### src/rtl/cop0_unit.sv
// System coprocessor 0: Status/Cause/EPC/Count/Compare, exception entry/return,
// ei/di, mtc0/mfc0 and the Count/Compare timer interrupt.
module cop0_unit #(
  parameter logic [31:0] EXC_VECTOR = 32'h0000_0180,
  parameter bit          TIMER_EN   = 1'b1
) (
  input  logic        clk,
  input  logic        rst_n,
  input  logic        ins_valid,
  input  logic        stall,
  input  logic [31:0] pc,
  input  logic [2:0]  cop0_op,
  input  logic        cop0_rd,
  input  logic        cop0_wr,
  input  logic [4:0]  rd_sel,
  input  logic [31:0] wdata,
  input  logic [5:0]  hw_int,
  output logic [31:0] rdata,
  output logic        exc_req,
  output logic [31:0] exc_target,
  output logic        int_taken
);

  localparam logic [2:0] COP_OP_MV  = 3'd1;
  localparam logic [2:0] COP_OP_SYS = 3'd2;
  localparam logic [2:0] COP_OP_BRK = 3'd3;
  localparam logic [2:0] COP_OP_RET = 3'd4;
  localparam logic [2:0] COP_OP_EN  = 3'd5;
  localparam logic [2:0] COP_OP_DIS = 3'd6;

  localparam logic [4:0] SEL_COUNT   = 5'd9;
  localparam logic [4:0] SEL_COMPARE = 5'd11;
  localparam logic [4:0] SEL_STATUS  = 5'd12;
  localparam logic [4:0] SEL_CAUSE   = 5'd13;
  localparam logic [4:0] SEL_EPC     = 5'd14;

  localparam logic [4:0] EXC_INT = 5'd0;
  localparam logic [4:0] EXC_SYS = 5'd8;
  localparam logic [4:0] EXC_BRK = 5'd9;

  logic        ie_q, ie_d;
  logic        exl_q, exl_d;
  logic [7:0]  im_q, im_d;
  logic [4:0]  exc_code_q, exc_code_d;
  logic [1:0]  ip_sw_q, ip_sw_d;
  logic [31:0] epc_q, epc_d;
  logic [31:0] count_q, count_d;
  logic [31:0] compare_q, compare_d;
  logic        timer_q, timer_d;

  logic [7:0]  ip;
  logic [31:0] status_rd, cause_rd, reg_rd;
  logic        go, int_pend, take_int, take_exc, take_ret, take_ien, do_mtc0;

  assign ip        = {hw_int[5] | (TIMER_EN & timer_q), hw_int[4:0], ip_sw_q};
  assign status_rd = {16'h0, im_q, 6'h0, exl_q, ie_q};
  assign cause_rd  = {16'h0, ip, 1'b0, exc_code_q, 2'b00};

  // rst_n gates go so a reset cycle never redirects the PC.
  assign go       = ins_valid & ~stall & rst_n;
  assign int_pend = ie_q & ~exl_q & (|(ip & im_q));
  assign take_int = go & int_pend;
  assign take_exc = go & ~int_pend & ((cop0_op == COP_OP_SYS) | (cop0_op == COP_OP_BRK));
  assign take_ret = go & ~int_pend & (cop0_op == COP_OP_RET);
  assign take_ien = go & ~int_pend & ((cop0_op == COP_OP_EN) | (cop0_op == COP_OP_DIS));
  assign do_mtc0  = go & ~int_pend & (cop0_op == COP_OP_MV) & cop0_rd;

  always_comb begin
    reg_rd = 32'h0;
    case (rd_sel)
      SEL_COUNT:   reg_rd = count_q;
      SEL_COMPARE: reg_rd = compare_q;
      SEL_STATUS:  reg_rd = status_rd;
      SEL_CAUSE:   reg_rd = cause_rd;
      SEL_EPC:     reg_rd = epc_q;
      default:     reg_rd = 32'h0;
    endcase
  end

  always_comb begin
    rdata = 32'h0;
    if ((cop0_op == COP_OP_MV) && cop0_wr) begin
      rdata = reg_rd;
    end else if ((cop0_op == COP_OP_EN) || (cop0_op == COP_OP_DIS)) begin
      rdata = status_rd;
    end
  end

  assign exc_req    = take_int | take_exc | take_ret;
  assign exc_target = take_ret ? epc_q : EXC_VECTOR;
  assign int_taken  = take_int;

  always_comb begin
    ie_d       = ie_q;
    exl_d      = exl_q;
    im_d       = im_q;
    exc_code_d = exc_code_q;
    ip_sw_d    = ip_sw_q;
    epc_d      = epc_q;
    count_d    = count_q + 32'd1;
    compare_d  = compare_q;
    timer_d    = timer_q | (count_q == compare_q);

    if (take_int) begin
      epc_d      = pc;
      exc_code_d = EXC_INT;
      exl_d      = 1'b1;
    end else if (take_exc) begin
      epc_d      = pc;
      exc_code_d = (cop0_op == COP_OP_SYS) ? EXC_SYS : EXC_BRK;
      exl_d      = 1'b1;
    end else if (take_ret) begin
      exl_d = 1'b0;
    end else if (take_ien) begin
      ie_d = (cop0_op == COP_OP_EN);
    end else if (do_mtc0) begin
      case (rd_sel)
        SEL_COUNT:   count_d = wdata;
        SEL_COMPARE: begin
          compare_d = wdata;
          timer_d   = 1'b0;
        end
        SEL_STATUS: begin
          ie_d  = wdata[0];
          exl_d = wdata[1];
          im_d  = wdata[15:8];
        end
        SEL_CAUSE:   ip_sw_d = wdata[9:8];
        SEL_EPC:     epc_d = wdata;
        default:     ;
      endcase
    end
  end

  always_ff @(posedge clk) begin
    if (!rst_n) begin
      ie_q       <= 1'b0;
      exl_q      <= 1'b0;
      im_q       <= 8'h0;
      exc_code_q <= 5'h0;
      ip_sw_q    <= 2'b00;
      epc_q      <= 32'h0;
      count_q    <= 32'h0;
      compare_q  <= 32'h0;
      timer_q    <= 1'b0;
    end else begin
      ie_q       <= ie_d;
      exl_q      <= exl_d;
      im_q       <= im_d;
      exc_code_q <= exc_code_d;
      ip_sw_q    <= ip_sw_d;
      epc_q      <= epc_d;
      count_q    <= count_d;
      compare_q  <= compare_d;
      timer_q    <= timer_d;
    end
  end

endmodule

### config.mk
export PLATFORM = sky130hd
export DESIGN_NAME = cop0_unit
export DESIGN_NICKNAME = d
export VERILOG_FILES = /design/src/rtl/cop0_unit.sv
export SDC_FILE = /design/constraint.sdc
export NUM_CORES = 1
export LEC_CHECK = 0
export BUFFER_PORTS_ARGS = -buffer_cell sky130_fd_sc_hd__buf_2
export CORE_MARGIN = 1.5
export CORE_UTILIZATION = 30
export DETAILED_ROUTE_END_ITERATION = 10
export PLACE_DENSITY = 0.57
export SLEW_MARGIN = 5
export SYNTH_ARGS = -nofsm -noshare
export SYNTH_HDL_FRONTEND = slang
export SYNTH_SLANG_ARGS = --single-unit
export TNS_END_PERCENT = 30
### constraint.sdc
create_clock -name clk -period 2.3 [get_ports clk]
set_input_delay 0.46 -clock clk [delete_from_list [all_inputs] [get_ports clk]]
set_output_delay 0.46 -clock clk [all_outputs]
set_load 0.005 [all_outputs]
Word level (Yosys, flattened, before mapping)
Cells that the tools add are included.
{"block": "word_totals", "register_bits": 114, "in_bits": 84, "wordCells": 99}
{"block": "op_classes", "n_addsub": 1, "eq_ne": 15, "n_mux": 32, "n_bitwise": 26, "n_reduce_logical": 16}
{"cell": "two-way mux 32 bit", "count": 14}
{"cell": "case mux 32 bit (5 select lines)", "count": 1}
{"cell": "adder 32 x 1 -> 32 bit, second input constant", "count": 1}
{"cell": "== test 32 bit", "count": 1}
{"cell": "== test 5 x 4 -> 1 bit, second input constant", "count": 5}
{"cell": "AND reduction 6 bit", "count": 3}
{"cell": "two-way mux 1 bit", "count": 16}
{"cell": "two-way mux 16 bit", "count": 1}
{"cell": "bitwise AND 1 bit", "count": 11}
{"cell": "== test 3 bit, second input constant", "count": 3}
{"cell": "bitwise AND 8 bit", "count": 1}
{"cell": "inverter 1 bit", "count": 8}
{"cell": "nonzero test 4 bit", "count": 2}
{"cell": "OR reduction 8 bit", "count": 1}
{"cell": "== test 3 x 2 -> 1 bit, second input constant", "count": 2}
{"cell": "!= test 3 bit, second input constant", "count": 2}
{"cell": "OR 1 bit", "count": 6}
{"cell": "nonzero test 3 bit", "count": 2}
{"cell": "AND reduction 5 bit", "count": 1}
{"cell": "!= test 4 bit, second input constant", "count": 1}
{"cell": "AND reduction 4 bit", "count": 1}
{"cell": "nonzero test 2 bit", "count": 2}
{"cell": "== test 3 x 1 -> 1 bit, second input constant", "count": 1}
{"cell": "AND reduction 3 bit", "count": 1}
{"cell": "other kinds (3)", "count": 3}

Logic depth before layout (Yosys ltp)
{"block": "depth", "word_depth": 13, "ltp_mapped": 8}

Worst setup path before layout
Ideal clock, no wire load.
{"block": "synth_path", "path_kind": "input port to output port", "startpoint": "input hw_int[3]", "endpoint": "output exc_target[0]", "arrival_time_ns": 1.891, "t_required_ns": 1.840, "path_slack_ns": -0.051, "stages": 7, "cell_sequence": "a222oi_1 > a41o_1 > buf_6 > nand2_4 > nor4b_4 > clkbuf_2 > and2_1"}
{"block": "synth_between", "elab_chain_cells": 7}
{"element": "start, declared", "line": "17", "text": "input logic [5:0] hw_int,"}
{"element": "bitwise AND 8 bit", "line": "61", "text": "assign int_pend = ie_q & ~exl_q & (|(ip & im_q));"}
{"element": "OR reduction 8 bit", "line": "61"}
{"element": "bitwise AND 1 bit", "line": "61"}
{"element": "inverter 1 bit", "line": "64", "text": "assign take_ret = go & ~int_pend & (cop0_op == COP_OP_RET);"}
{"element": "bitwise AND 1 bit (2 in series)", "line": "64"}
{"element": "two-way mux 32 bit", "line": "90", "text": "assign exc_target = take_ret ? epc_q : EXC_VECTOR;"}
{"element": "end, declared", "line": "20", "text": "output logic [31:0] exc_target,"}
Every way passes these cells.

Worst setup path in the final report
{"block": "layout_path", "startpoint": "register im_q[1]", "endpoint": "output exc_target[26]"}
{"block": "layout_between", "elab_chain_cells": 7}
{"element": "start, declared", "line": "43", "text": "logic [7:0] im_q, im_d;"}
{"element": "start signal, assigned", "line": "149", "text": "im_q <= im_d;"}
{"element": "bitwise AND 8 bit", "line": "61"}
{"element": "OR reduction 8 bit", "line": "61"}
{"element": "bitwise AND 1 bit", "line": "61"}
{"element": "inverter 1 bit", "line": "64"}
{"element": "bitwise AND 1 bit (2 in series)", "line": "64"}
{"element": "two-way mux 32 bit", "line": "90"}
Every way passes these cells.

==> flow_metrics.tcl <==
set metrics [dict create \
    outcome "finished with violations" \
    failed_checks "setup timing" \
    design.core.area_sq_um 20200 \
    clkLatencyLatePin_ns 0.36 \
    numPortBuffers 149 \
    dr.pass1.iters 6 \
    finalSetupTns_ns -11.92 \
    yosysSeqAreaShare_pct 36.0 \
    cts-buffers-inserted 9 \
    clk_pin_slew_ns 0.08 \
    async_reset_ff_share_pct 0 \
    viasPerCell 5.24 \
    ir_worst_vdd_v 0.000350 \
    fmax_mhz 373 \
    syn_nets 880 \
    die_height_microns 147 \
    syn_to_final_growth_pct 26.8 \
    cts-hold-fix-buffers 0 \
    grt_pass1_wl_microns 33500 \
    min_period_ns 2.68 \
    hp-class "in2reg" \
    grt_util_all_layers_pct 19.7 \
    clock_path_buffers 2 \
    synthCells 795 \
    wl_microns 21200 \
    setup_viol 35 \
    grt_overflow 0 \
    nFillCells 2092 \
    critPathKind "reg2out" \
    p_per_area_nw_per_um2 504 \
    tightest_slew_ns 1.10 \
    synth_area_sq_um 6180 \
    synth_cell_types 54 \
    rsz0062_at_grt "yes" \
    fin_crit_sh_pct 117 \
    diodes 0 \
    critPathRequiredTime_ns 1.84 \
    path_max_fanout 15 \
    hpwlAfterDp_microns 15400 \
    initial_core_util_pct 30.5 \
    die_x_microns 147 \
    io_pins 150 \
    synth_edf_count 0 \
    grt_pass1_vias 5862 \
    cts_sinks 111 \
    clockRootBuffer "clkbuf_16" \
    antenna_found_initial 0 \
    cp-start-kind "flop" \
    drc_errors 0 \
    dp_cells 1186 \
    yosys-top-cells-area "dfxtp_1 (36%), nand2_1 (7.5%), o21ai_0 (6.6%), xnor2_1 (5.8%), a222oi_1 (5.3%)" \
    cts_tree "built" \
    grt_max_degree 113 \
    drv_cap 0 \
    yosysWarningCount 0 \
    synth.most_common_cell "nand2_1" \
    synth_commonest_cells "nand2_1 (123), dfxtp_1 (111), o21ai_0 (82)" \
    ant_nets 0 \
    vias 6302 \
    total_power_mw 3.95 \
    synth.ff_latch_count 111 \
    clock_skew_ns 0.00775 \
    fin_nets 1012 \
    std_cell_rows 52 \
    whs_ns 0.353 \
    end_kind "primary output" \
    synth_top_area_share_pct 36.0 \
    slew_violations 0 \
    gp_congestion 0.836 \
    initialDrtViolationCount 609 \
    slew_headroom_pct 26.7 \
    hold_viol 0 \
    htree_levels 3 \
    die_area_sq_um 21500 \
    synth_top_cell_by_area "dfxtp_1" \
    fin_ws_ns -0.381 \
    layout.cells.non_filler 1202 \
    synth_top_flop_cell "dfxtp_1" \
    post_drt_wl_per_cell_microns 17.6 \
    leakagePower_nw 3.07 \
    pre_cts_ws_ns -0.207 \
    syn-mean-instance-area_sq_um 7.77 \
    drive_gt1_share_pct 25.2 \
    crit_arrival_ns 2.22 \
]
## registers in the layout, summed over array words and instances, names as in the netlist
register,flops
compare_q,32
count_q,32
epc_q,32
im_q,8
exc_code_q,2
ip_sw_q,2
exl_q,1
ie_q,1
timer_q,1
## logic make-up (layout without fill, tap and decap cells)
kind of cell             Yosys count  in the layout  synth area share (%)
XOR/XNOR                          63             63                  8.93
AND/OR/NAND/NOR                  322            322                  25.6
flip-flops                       111            111                  36.0
adder cells (fa/ha/maj)            1              1                 0.202
multiplexers                       9              9                  1.46
AO/OA/AOI/OAI                    213            213                  22.7
buffers and inverters             76            213                  5.12
## power by group
part / internal, mW / switching (mW) / total [mW]
sequential: 1.94 / 0.0216 / 1.96
clock: 0.883 / 0.772 / 1.65
combinational: 0.139 / 0.192 / 0.331
## metal layers
layer	track usage (%)	wire length (microns)	share of wire, %
met3	3.88	1260	5.9
met2	30.8	9590	45
met4	4.09	301	1.4
met5	0	0	0
met1	28.0	10000	47
## worst max-delay path: stages, from the launching register on
cell	delay, ns
dfxtp_2	0.34
a222oi_1	0.36
a41o_1	0.32
nand2_4	0.08
nor4b_4	0.28
buf_6	0.22
and2_1	0.15
buf_2	0.11
## worst paths after layout
check	startpoint	to	slack, ns	cells after the start
worst max register to register	im_q[1]	epc_q[16]	0.19	7
worst min register to register	compare_q[22]	compare_q[22]	0.49	2
worst max-delay path	im_q[1]	exc_target[26]	-0.38	7
worst min-delay path	pc[0]	epc_q[0]	0.35	3
## placed cells by master, fill, tap and decap left out, drive strengths merged, types with 3 or more instances in the layout
| cell | synthesis | layout |
|---|---|---|
| and4 | 4 | 4 |
| a222oi | 33 | 33 |
| nor4 | 4 | 4 |
| a22oi | 3 | 3 |
| nand2b | 6 | 6 |
| clkinv | 0 | 3 |
| and3 | 3 | 3 |
| a31oi | 33 | 33 |
| xnor2 | 41 | 41 |
| and2 | 32 | 32 |
| buf | 19 | 195 |
| inv | 2 | 4 |
| nor2 | 58 | 58 |
| a21o | 9 | 9 |
| a211oi | 19 | 19 |
| mux2i | 9 | 9 |
| a21oi | 26 | 26 |
| nand2 | 124 | 124 |
| dfxtp | 111 | 111 |
| nand3b | 3 | 3 |
| nand3 | 50 | 50 |
| nor3 | 6 | 6 |
| o21ai | 82 | 82 |
| clkbuf | 55 | 10 |
| nand4 | 19 | 19 |
| xor2 | 22 | 22 |
## area by class of cell
type | instances | area, sq um | share of cell area [%]
inverters | 2 | 7.51 | 0.0958
clock buffers | 10 | 239 | 3.05
clock inverters | 6 | 66.3 | 0.846
multi-input cells | 608 | 3710 | 47.3
well taps | 270 | 338 | 4.31
flip-flops and latches | 111 | 2220 | 28.4
repair buffers | 195 | 1250 | 16.0
## per-stage QoR
step                      util, %  instance area [sq um]
final                        38.7                   7840
after global routing         38.7                   7840
after CTS                    38.5                   7800
after detailed placement     36.8                   7460
after global placement       36.8                   7460
after floorplan                 -                   6190
## timing repair
action / 4_1_cts / 5_1_grt
buffers inserted: 0 / 0
endpoints found under the setup margin: 64 / 66
gates resized for setup: 10 / 10
pin swaps: 9 / 9
No activity file was read; power rests on OpenSTA's default activity.
